### src/rtl/spi_slave_sync_rx.sv
// spi_slave_sync_rx: SPI slave receive front end.
// Synchronises and debounces the asynchronous sck/ncs/mosi pins into clk.
// Supports every CPOL/CPHA mode and deserialises mosi into WORD_W-bit words.
// Reports frame start, frame abort and busy to the command layer.
// Optional feature macro: SPI_SYNC_MISO_EN adds tx_data/miso/miso_oe and a
// transmit shift register. The default build leaves it out.
//
// Handshake: rx_valid is a one-clk strobe and has no ready. rx_data is valid
// while rx_valid is high. It then holds until the next word completes.
// spi_start and frame_abort are one-clk strobes.
// state_dbg exposes the FSM encoding: 0 IDLE, 1 ACTIVE, 2 TAIL.
module spi_slave_sync_rx #(
    parameter int SYNC_STAGES = 2,
    parameter int WORD_W      = 8,
    parameter int CPOL        = 0,
    parameter int CPHA        = 0,
    parameter int MSB_FIRST   = 1
) (
    input  logic              clk,
    input  logic              rst,
    input  logic              sck,
    input  logic              ncs,
    input  logic              mosi,
`ifdef SPI_SYNC_MISO_EN
    input  logic [WORD_W-1:0] tx_data,
    output logic              miso,
    output logic              miso_oe,
`endif
    output logic              spi_start,
    output logic              spi_busy,
    output logic [WORD_W-1:0] rx_data,
    output logic              rx_valid,
    output logic              frame_abort,
    output logic [1:0]        state_dbg
);

    localparam int          CW       = (WORD_W > 1) ? $clog2(WORD_W) : 1;
    localparam logic [CW-1:0] LAST_BIT = CW'(WORD_W - 1);
    localparam logic        IDLE_LVL = (CPOL != 0);

    typedef enum logic [1:0] {
        IDLE   = 2'd0,
        ACTIVE = 2'd1,
        TAIL   = 2'd2
    } state_t;

    state_t state, state_next;

    logic [SYNC_STAGES-1:0] ncs_sync, sck_sync, mosi_sync;
    logic                   ncs_db, sck_db;
    logic                   ncs_db_next, sck_db_next;
    logic                   ncs_fall, ncs_rise;
    logic                   sck_lead, sck_trail, edge_ok;
    logic                   sample_edge, shift_edge;
    logic                   mosi_a;
    logic                   start_set, abort_set;
    logic [CW-1:0]          bit_cnt;
    logic [WORD_W-1:0]      shreg, word_next;

    // Input synchronisers. All three chains have equal depth, so mosi stays
    // aligned with the sck sample that sees it.
    always_ff @(posedge clk) begin
        if (rst) begin
            ncs_sync  <= {SYNC_STAGES{1'b1}};
            sck_sync  <= {SYNC_STAGES{IDLE_LVL}};
            mosi_sync <= '0;
        end else begin
            ncs_sync  <= {ncs_sync[SYNC_STAGES-2:0], ncs};
            sck_sync  <= {sck_sync[SYNC_STAGES-2:0], sck};
            mosi_sync <= {mosi_sync[SYNC_STAGES-2:0], mosi};
        end
    end

    // Debounce: a state changes only when every chain stage agrees on the new level.
    always_comb begin
        ncs_db_next = ncs_db;
        sck_db_next = sck_db;
        if (&ncs_sync)
            ncs_db_next = 1'b1;
        else if (~|ncs_sync)
            ncs_db_next = 1'b0;
        if (&sck_sync)
            sck_db_next = 1'b1;
        else if (~|sck_sync)
            sck_db_next = 1'b0;
    end

    // Debounced pin states.
    always_ff @(posedge clk) begin
        if (rst) begin
            ncs_db <= 1'b1;
            sck_db <= IDLE_LVL;
        end else begin
            ncs_db <= ncs_db_next;
            sck_db <= sck_db_next;
        end
    end

    assign ncs_fall  = ncs_db & ~ncs_db_next;
    assign ncs_rise  = ~ncs_db & ncs_db_next;
    assign sck_lead  = (sck_db == IDLE_LVL) && (sck_db_next != IDLE_LVL);
    assign sck_trail = (sck_db != IDLE_LVL) && (sck_db_next == IDLE_LVL);
    // An sck edge is ignored when ncs is not settled low on both sides of it.
    assign edge_ok     = ~ncs_db & ~ncs_db_next;
    assign sample_edge = edge_ok & ((CPHA != 0) ? sck_trail : sck_lead);
    assign shift_edge  = edge_ok & ((CPHA != 0) ? sck_lead : sck_trail);
    assign mosi_a      = mosi_sync[SYNC_STAGES-1];
    assign state_dbg   = state;

    // Assemble the next word with the new bit entering from the side that
    // matches the bit order.
    always_comb begin
        word_next = shreg;
        if (MSB_FIRST != 0)
            word_next = {shreg[WORD_W-2:0], mosi_a};
        else
            word_next = {mosi_a, shreg[WORD_W-1:1]};
    end

    // FSM state register.
    always_ff @(posedge clk) begin
        if (rst)
            state <= IDLE;
        else
            state <= state_next;
    end

    // FSM next state and strobe requests.
    always_comb begin
        state_next = state;
        start_set  = 1'b0;
        abort_set  = 1'b0;
        case (state)
            IDLE: begin
                if (ncs_fall) begin
                    state_next = ACTIVE;
                    start_set  = 1'b1;
                end
            end
            ACTIVE: begin
                if (ncs_rise) begin
                    state_next = TAIL;
                    abort_set  = (bit_cnt != '0);
                end
            end
            TAIL:    state_next = IDLE;
            default: state_next = IDLE;
        endcase
    end

    // Receive datapath and strobes. spi_busy follows ACTIVE one clk late, so
    // it stays high through the TAIL cycle.
    always_ff @(posedge clk) begin
        if (rst) begin
            spi_start   <= 1'b0;
            spi_busy    <= 1'b0;
            frame_abort <= 1'b0;
            rx_valid    <= 1'b0;
            rx_data     <= '0;
            bit_cnt     <= '0;
            shreg       <= '0;
        end else begin
            spi_start   <= start_set;
            frame_abort <= abort_set;
            spi_busy    <= (state == ACTIVE);
            rx_valid    <= 1'b0;
            if (start_set) begin
                bit_cnt <= '0;
                shreg   <= '0;
            end else if (state == ACTIVE && sample_edge) begin
                if (bit_cnt == LAST_BIT) begin
                    rx_data  <= word_next;
                    rx_valid <= 1'b1;
                    bit_cnt  <= '0;
                    shreg    <= '0;
                end else begin
                    shreg   <= word_next;
                    bit_cnt <= bit_cnt + CW'(1);
                end
            end
        end
    end

`ifdef SPI_SYNC_MISO_EN
    logic [WORD_W-1:0] tx_sh;

    // Transmit shifter. It reloads at frame start and at each word boundary.
    // It skips the non-sample edge that comes while bit_cnt is 0. For CPHA=0
    // that edge follows a reload. For CPHA=1 it comes before the first sample.
    // Either way, the freshly loaded first bit must stay on miso.
    always_ff @(posedge clk) begin
        if (rst) begin
            tx_sh <= '0;
        end else if (start_set) begin
            tx_sh <= tx_data;
        end else if (state == ACTIVE && sample_edge && bit_cnt == LAST_BIT) begin
            tx_sh <= tx_data;
        end else if (state == ACTIVE && shift_edge && bit_cnt != '0) begin
            if (MSB_FIRST != 0)
                tx_sh <= {tx_sh[WORD_W-2:0], 1'b0};
            else
                tx_sh <= {1'b0, tx_sh[WORD_W-1:1]};
        end
    end

    assign miso    = (MSB_FIRST != 0) ? tx_sh[WORD_W-1] : tx_sh[0];
    assign miso_oe = (state == ACTIVE);
`endif

endmodule

### config.mk
export PLATFORM = sky130hd
export DESIGN_NAME = spi_slave_sync_rx
export DESIGN_NICKNAME = d
export VERILOG_FILES = /design/src/rtl/spi_slave_sync_rx.sv
export SDC_FILE = /design/constraint.sdc
export NUM_CORES = 1
export LEC_CHECK = 0
export CORE_ASPECT_RATIO = 0.75
export CORE_MARGIN = 5
export CORE_UTILIZATION = 47
export DETAILED_ROUTE_END_ITERATION = 8
export PLACE_DENSITY = 0.72
export SLEW_MARGIN = 20
export SYNTH_ARGS = -nofsm -noshare
export SYNTH_HDL_FRONTEND = slang
export SYNTH_SLANG_ARGS = --single-unit
### constraint.sdc
create_clock -name clk -period 1.55 [get_ports clk]
set_input_delay 0.31 -clock clk [delete_from_list [all_inputs] [get_ports clk]]
set_output_delay 0.31 -clock clk [all_outputs]
set_load 0.02 [all_outputs]
Word-level counts from Yosys, hierarchy flattened
Cells that the tools add are included.
Widths: inputs -> output; s select.

word-level totals
  output and inout bits = 14
  input port bits = 5
  register bits after elaboration = 32
  logic and storage cells = 54

operators by class
  equal/unequal tests = 4
  mux-type cells = 12
  bitwise gates (word level) = 11
  reduce and logical (&&, ||, !) cells = 13
  $add $sub $neg = 1

operator list
  cell                 count
  $mux 1               7
  $mux 7               1
  $not 1->1            7
  $reduce_and 2->1     3
  $reduce_or 2->1      3
  $reduce_or 3->1      2
  $and 1x1->1          4
  $mux 2               2
  $ne 2x2->1 const B   2
  $pmux 2 s2           1
  $add 3x1->3 const B  1
  $eq 3x3->1 const B   1
  $mux 3               1
  $reduce_and 3->1     1
  $reduce_bool 3->1    1
  $eq 2x1->1 const B   1
  $logic_and 1x1->1    2
  $logic_not 2->1      1

Logic depth before layout (Yosys ltp)
Gate-level depths: netlist of the first run.

  depth after elaboration = 9
  gate-level depth with buffers = 5

Least setup slack after synthesis of the first run
No wires, ideal clock.

  kind = reg2reg
  from = reg ncs_db
  to = reg shreg[0]
  library setup time = 0.070 ns
  path buffers = 1
  slack = 0.056 ns
  arrival = 1.423 ns
  cell stages (with the launch flop) = 5
  data required time = 1.480 ns
  cells stage by stage = dfxtp_1 maj3_2 buf_6 or4_1 a21oi_1

on the way
  longest elaborated chain between the ends = 7
  elaborated cells between the ends (all ways) = 11

ends and longest elaborated chain
  element                           RTL line  RTL
  from (decl)                       50        logic ncs_db, sck_db;
  from (signal assigned)            94        ncs_db <= ncs_db_next;
  $mux 1                            80        else if (~|ncs_sync)
  $mux 1                            78        if (&ncs_sync)
  $not 1->1                         99, 104
  $and 1x1->1                       99        assign ncs_fall = ncs_db & ~ncs_db_next;
  $mux 1                            135       if (ncs_fall) begin
  $mux 1                            133       case (state)
  $reduce_or 2->1 (no source line)  --
  to (signal assigned)              177       shreg <= word_next;
  to (decl)                         58        logic [WORD_W-1:0] shreg, word_next;

Parallel ways exist; a longest one is shown, timed or not.
A chain may end at the register's enable or synchronous reset.

Worst setup path in the final report of the first run
  from = reg rx_data[0]
  to = out rx_data[0]

RTL lines
  element                 RTL line  RTL
  from (decl)             31        output logic [WORD_W-1:0] rx_data,
  from (signal assigned)  172       rx_data <= word_next;

No word-level cell between the ends.

==> results.txt, run 1 <==
----------------------------------------------------
[Floorplan]
  Core ar. ... 2680 µm²
  Starting Density ... 0.502
  Number of top-level design ports ... 19
  Die boundary height ... 56.4 µm
  Site Rows ... 16
  Horizontal extent of the die ... 71.8 µm
  Die ar. ... just over 4000 µm²

[STA]
  Count of endpoints failing hold in the final timing report ... 0
  Worst Tran Pin Value ... 366 ps
  Worst hold-check slack ... 446 ps
  Number of endpoints failing setup at the final stage ... 0
  Worst clock skew ... 6.15 ps
  Final critical delay including setup and external delays ... 1530 ps
  Fin Setup TNS ... 0 ps
  Final count of pins violating max slew ... 0
  Setup repair after global routing missed its margin ... true
  Fmax ... 655 MHz
  Period utilization ... 0.985
  Final setup margin ... approximately 23 ps
  Relative slew slack ... 0.754

[GRT]
  Number of antenna violations at the first check in global routing ... 0
  Global-route wire length before repair ... between 5 and 6 mm
  Grt total ovfl ... 0
  Global routing usage summed across all routing layers ... 0.161
  Pin count of the biggest net entering global routing ... 23
  Via count of the first global-routing pass ... 1,109

[Logic synthesis]
  Instance count of the mapped netlist ... 139
  Biggest area contributors in the synthesized netlist ... sky130_fd_sc_hd__dfxtp_1, sky130_fd_sc_hd__nand2b_1, sky130_fd_sc_hd__mux2i_1, sky130_fd_sc_hd__o31ai_1, sky130_fd_sc_hd__or4_1
  Post-synthesis cell type with the largest combined area ... sky130_fd_sc_hd__dfxtp_1
  Number of synthesized register bits ... 32
  Avg Cell Area, Syn ... 9.69 µm²
  Distinct cells, synth ... 26
  Share of the yosys chip area belonging to registers ... 0.475
  Net Count, Synth ... 147
  Post-Syn Area ... between 1000 and 1500 µm²
  Yosys warning total ... 0
  Post-synth top area share ... 0.475

[Pwr]
  Sequential fraction of design power ... 0.538
  Leakage power of the design ... 0.712 nW
  Pwr/cell area ... about 860 nW/µm²
  Largest vdd supply drop ... 0.757 mV
  Clock Power Share ... 0.415
  Logic pwr share ... 0.047
  Cell internal pwr ... 1.23 mW
  Power spent charging and discharging nets ... approximately 0.33 mW
  Switching part of the total ... 0.214

[Status]
  Status ... finished, final reports clean

[Worst setup path]
  Critical Path Sink Type ... output pin
  Stages on the worst setup path ... 1
  Flop-to-flop setup slack ... 30 ps
  Worst path max stage delay ... ~610 ps
  Cell Chain, Critical Path ... clkdlybuf4s50_1
  Arrival @ worst endpoint ... 1220 ps
  Launching point of the worst reg2reg path ... bit_cnt[0]
  End of the worst register-to-register path ... bit_cnt[2]
  Cell count of the worst reg-to-reg path ... 5
  Buffers plus inverters on the worst setup path ... 1
  Slowest library cell on the worst path ... sky130_fd_sc_hd__clkdlybuf4s50_1
  Critical Setup Path Class ... reg2out
  WP data required ... 1240 ps
  Crit-path max FO ... 2
  Worst path top cell family by delay ... buffers and inverters
  Critical Path Start Type ... register

[Placed design]
  Placer congestion estimate ... 0.743
  Port-buffer cells ... 18
  Inst Count DP ... slightly below 200
  Placement-stage cell area ... 1660 µm²
  Setup WS pre-CTS ... -86.4 ps
  Final HPWL DP ... approximately 2 mm

[Clock network]
  Clock Tree Buf Depth ... 2
  Library cell used as clock root buffer ... sky130_fd_sc_hd__clkbuf_8
  Clock transition time at the flip-flop clock pins of the worst setup and hold paths ... 70 ps
  Clock insertion delay at the later pin of the skew report ... 280 ps
  Hold-fix buffers, CTS ... 0
  Clock tree from TritonCTS ... built
  H-tree level count ... 2
  Clock sink count ... 32
  CTS Buf Count ... 5

[Min path]
  Hold worst-path end ... mosi_sync[1]
  Hold/Removal Path Class ... reg2reg
  Worst hold path stage count ... 1
  Launch point of the worst hold path ... mosi_sync[0]

[Route]
  DRC viols ... 0
  Count of nets left with antenna violations after detail routing ... 0
  Post-Route WL ... between 2 and 3 mm
  Detail-routed via count per cell ... ~5.3
  Post-detailed-route wirelength per cell ... 14.2 µm
  Number of DRC violations after detailed-routing iteration 0 ... 64
  First-pass detailed-route iteration total ... 4
  Via count of the routed design ... between 1k and 1.5k

[Cells and area]
  Final net count ... 177
  Diode count ... 0
  Area added between synthesis and finish ... 34.9%
  Non-filler instance count after layout ... roughly 210
  Layout cells sized above 1 ... 0.218
  Final instance area ... approximately 1800 µm²

[Flow run]
  Number of max-cap violations ... 0

----------------------------------------------------
what timing repair did:
action / in CTS / in global routing
endpoints found under the setup margin: 23 / 17
gates cloned: 1 / 1
pin swaps: 2 / 1
endpoints found under the hold margin: 0 / 0
setup buffers: 0 / 0
gates resized for setup: 11 / 11
placed cells by master (no fill, tap or decap), types with 4 or more instances in the layout:
cell / netlist / layout
sky130_fd_sc_hd__o31ai_1: 10 / 10
sky130_fd_sc_hd__inv_1: 5 / 5
sky130_fd_sc_hd__nor2b_1: 4 / 4
sky130_fd_sc_hd__a21oi_1: 11 / 9
sky130_fd_sc_hd__dlygate4sd2_1: 0 / 6
sky130_fd_sc_hd__mux2i_1: 8 / 8
sky130_fd_sc_hd__dfxtp_1: 32 / 28
sky130_fd_sc_hd__dlymetal6s2s_1: 0 / 4
sky130_fd_sc_hd__clkbuf_8: 0 / 6
sky130_fd_sc_hd__nor2_1: 5 / 5
sky130_fd_sc_hd__clkdlybuf4s50_1: 0 / 8
sky130_fd_sc_hd__buf_4: 0 / 9
sky130_fd_sc_hd__nand2b_1: 24 / 24
sky130_fd_sc_hd__or4_1: 9 / 9
sky130_fd_sc_hd__dfxtp_2: 0 / 4
flip-flops by register name, indices dropped and copies added, names as in the netlist:
signal / flops
spi_busy: 1
ncs_db: 1
rx_valid: 1
mosi_sync: 2
rx_data: 8
ncs_sync: 2
shreg: 7
sck_sync: 2
sck_db: 1
bit_cnt: 3
frame_abort: 1
state_dbg: 2
spi_start: 1
per-stage QoR:
stage	power (mW)	utilization
after floorplan	0.890	-
after CTS	1.57	0.663
after detailed placement	0.926	0.619
after global placement	0.924	0.619
final	1.56	0.678
after global routing	1.62	0.678
how the worst max path moves through the flow:
| stage | startpoint | to |
|---|---|---|
| after floorplan | ncs_db | shreg[0] |
| after global placement | bit_cnt[0] | rx_data[1] |
| after detailed placement | bit_cnt[0] | shreg[0] |
| after CTS | rx_data[2] | rx_data[2] |
| after global routing | bit_cnt[0] | bit_cnt[2] |
| final | rx_data[0] | rx_data[0] |
layout make-up:
cell class              instances  area (µm²)
flip-flops and latches         32         646
multi-input cells              94         694
repair buffers                 31         322
clock inverters                 2        10.0
clock buffers                   6        82.6
inverters                       5        18.8
well taps                      36        45.0
fillers                       220         865
per-layer routing:
layer,share of wire,GRT usage
met5,0,0
met2,0.50,0.259
met1,0.45,0.205
met4,0.0068,0.0483
met3,0.037,0.0499
cells in the mapped netlist, drive strengths merged:
| cell type | count |
|---|---|
| dfxtp | 32 |
| nand2b | 24 |
| a21oi | 11 |
| o31ai | 10 |
| or4 | 9 |
| clkbuf | 8 |
| mux2i | 8 |
| inv | 5 |
| nor2 | 5 |
| nor2b | 4 |
| ha | 3 |
| nand2 | 3 |
| or2 | 3 |
| buf | 2 |
| nor4 | 2 |
| a211oi | 1 |
| a21boi | 1 |
| a21o | 1 |
| maj3 | 1 |
| nand3b | 1 |
| nand4bb | 1 |
| nor3 | 1 |
| o21ai | 1 |
| or3 | 1 |
| or4b | 1 |
power groups by stage:
stage / registers (mW) / clock network, mW / logic (mW)
after floorplan: 0.856 / 0 / 0.0343
after global placement: 0.855 / 0 / 0.0697
after detailed placement: 0.855 / 0 / 0.0717
after CTS: 0.838 / 0.661 / 0.0729
after global routing: 0.840 / 0.704 / 0.0803
final: 0.840 / 0.647 / 0.0735
kinds of logic after synthesis:
kind of cell	Yosys count	synth area share
and+or+nand+nor	55	0.264
buffers and inverters	15	0.0483
DFF	32	0.475
AOI/OAI and AO/OA	25	0.117
muxes	8	0.0594
adders and majority gates	4	0.0362
Note: power is estimated with default switching activity, not from simulation.
==> run 2, diff against run 1 <==
PLACE_DENSITY = 0.75   (was 0.72)
==> results.txt, run 2 (synthesis gave the netlist of run 1 again) <==
----------------------------------------------------
[Status]
  Status ... finished, final reports clean

[Cells and area]
  Layout cells sized above 1 ... 0.202
  Diode count ... 0
  Top library cells by usage in the layout, fill and taps aside ... sky130_fd_sc_hd__dfxtp_1, sky130_fd_sc_hd__nand2b_1, sky130_fd_sc_hd__o31ai_1, sky130_fd_sc_hd__buf_4
  Biggest registers after layout ... rx_data x8, shreg x7, bit_cnt x3
  Filler cell count ... 227
  Most frequent standard cell in the layout excluding fill and tap cells ... sky130_fd_sc_hd__dfxtp_1
  Final net count ... 175
  Flip-flop count of the largest register, all copies and words added ... 8
  Biggest register ... rx_data
  Area added between synthesis and finish ... 32.3%

[STA]
  Final critical delay including setup and external delays ... 1520 ps
  Fin Setup TNS ... 0 ps
  Final count of pins violating max slew ... 0
  Count of endpoints failing hold in the final timing report ... 0
  Worst clock skew ... 3.17 ps
  Relative slew slack ... 0.741
  Worst hold-check slack ... approximately 470 ps
  Worst Tran Pin Value ... 385 ps
  Fmax ... 659 MHz
  Period utilization ... 0.979
  Number of endpoints failing setup at the final stage ... 0

[Route]
  Detail-routed via count per cell ... about 5.4
  Post-Route WL ... 2.92 mm
  Post-detailed-route wirelength per cell ... 14.3 µm
  DRC viols ... 0
  Via count of the routed design ... between 1k and 1.5k
  First-pass detailed-route iteration total ... 4
  Count of nets left with antenna violations after detail routing ... 0
  Number of DRC violations after detailed-routing iteration 0 ... 85

[Clock network]
  Clock sink count ... 32
  Hold-fix buffers, CTS ... 0
  Clock tree from TritonCTS ... built
  Clock transition time at the flip-flop clock pins of the worst setup and hold paths ... 70 ps
  CTS Buf Count ... 5
  Number of setup buffers added after CTS ... 0
  H-tree level count ... 2
  Clock insertion delay at the later pin of the skew report ... 290 ps
  Library cell used as clock root buffer ... sky130_fd_sc_hd__clkbuf_8
  Clock Tree Buf Depth ... 2

[GRT]
  GR peak layer ... met2
  Routing usage on met3 ... 0.0553
  Global routing usage summed across all routing layers ... 0.154
  Pin count of the biggest net entering global routing ... 26
  Met1 capacity usage during global routing ... 0.202
  Via count of the first global-routing pass ... 1,069
  Grt total ovfl ... 0
  Number of antenna violations at the first check in global routing ... 0
  Fraction of met2 tracks used by global routing ... 0.229
  Global-route wire length before repair ... 4.91 mm

[Floorplan]
  Site Rows ... 16
  Starting Density ... 0.502
  Horizontal extent of the die ... 71.8 µm
  Core ar. ... 2680 µm²
  Die ar. ... roughly 4000 µm²
  Number of top-level design ports ... 19
  Die boundary height ... 56.4 µm

[Placed design]
  Placer congestion estimate ... approximately 0.76
  Final HPWL DP ... 1.81 mm
  Port-buffer cells ... 18

[Pwr]
  Leakage power of the design ... 0.736 nW
  Power Total ... 1.56 mW
  Largest vdd supply drop ... 0.560 mV
  Pwr/cell area ... between 800 and 900 nW/µm²

[Worst setup path]
  Critical path origin ... bit_cnt[1]
  Critical Path Sink Type ... register
  Slowest library cell on the worst path ... sky130_fd_sc_hd__or3_4
  Arrival @ worst endpoint ... 1730 ps
  Launching point of the worst reg2reg path ... bit_cnt[1]
  WP data required ... 1760 ps
  Cell Chain, Critical Path ... ha_2 > ha_4 > nand3b_1 > or3_4 > mux2i_1
  Critical Path Start Type ... register
  Crit-path max FO ... 9
  Worst path max stage delay ... 380 ps
  Buffers plus inverters on the worst setup path ... 0
  Critical Setup Path Class ... reg2reg
  Worst path top cell family by delay ... simple AND/OR/NAND/NOR gates

[Flow run]
  Number of max-cap violations ... 0

[Min path]
  Hold/Removal Path Class ... reg2reg
  Launch point of the worst hold path ... mosi_sync[0]

----------------------------------------------------
==> run 2: path summary, 6_finish.rpt <==
| path | slack (ps) | end | cells past startpoint |
|---|---|---|---|
| worst max-delay path | 30 | rx_data[1] | 5 |
| worst min-delay path | 470 | mosi_sync[1] | 1 |
| worst max register to register | 30 | rx_data[1] | 5 |
| worst min register to register | 470 | mosi_sync[1] | 1 |
==> run 2: per-layer routing <==
metal  wire length (µm)  vias to the layer above
li1                   -                      551
met1               1330                      524
met2               1410                       21
met3                116                        9
met4                 60                        0
met5                  0                        -
==> run 2: where the power goes <==
| part | internal, mW | switching [mW] | total (mW) |
|---|---|---|---|
| registers | 0.831 | 0.00820 | 0.840 |
| logic | 0.0329 | 0.0301 | 0.0630 |
| clock network | 0.354 | 0.307 | 0.661 |
==> run 2: area by class of cell <==
cell class / count / area, µm² / share of cell area
multi-input cells: 94 / 696 / 0.390
flip-flops and latches: 32 / 643 / 0.361
repair buffers: 29 / 288 / 0.161
clock buffers: 6 / 82.6 / 0.0463
well taps: 36 / 45.0 / 0.0253
inverters: 5 / 18.8 / 0.0105
clock inverters: 2 / 10.0 / 0.00561
==> run 2: per-stage QoR <==
step / cells / worst slack [ps] / instance area, µm² / utilization
floorplan: 139 / 56.2 / 1350 / -
global placement: 194 / -38.4 / 1620 / 0.604
detailed placement: 194 / -62.9 / 1620 / 0.604
CTS: 203 / -0.756 / 1730 / 0.644
global route: 204 / -22.6 / 1780 / 0.665
finish: 204 / 32.8 / 1780 / 0.665
==> run 2: timing repair <==
action | in CTS | in global routing
gates resized for setup | 7 | 14
pin swaps | 1 | 2
setup endpoints to repair | 20 | 25
gates cloned | 1 | 1
endpoints found under the hold margin | 0 | 0
==> run 2: worst reg2reg max path: stages (launching register included) <==
cell and delay (ps):
sky130_fd_sc_hd__dfxtp_1 340, sky130_fd_sc_hd__ha_2 200, sky130_fd_sc_hd__ha_4 180, sky130_fd_sc_hd__nand3b_1 160, sky130_fd_sc_hd__or3_4 380, sky130_fd_sc_hd__mux2i_1 180
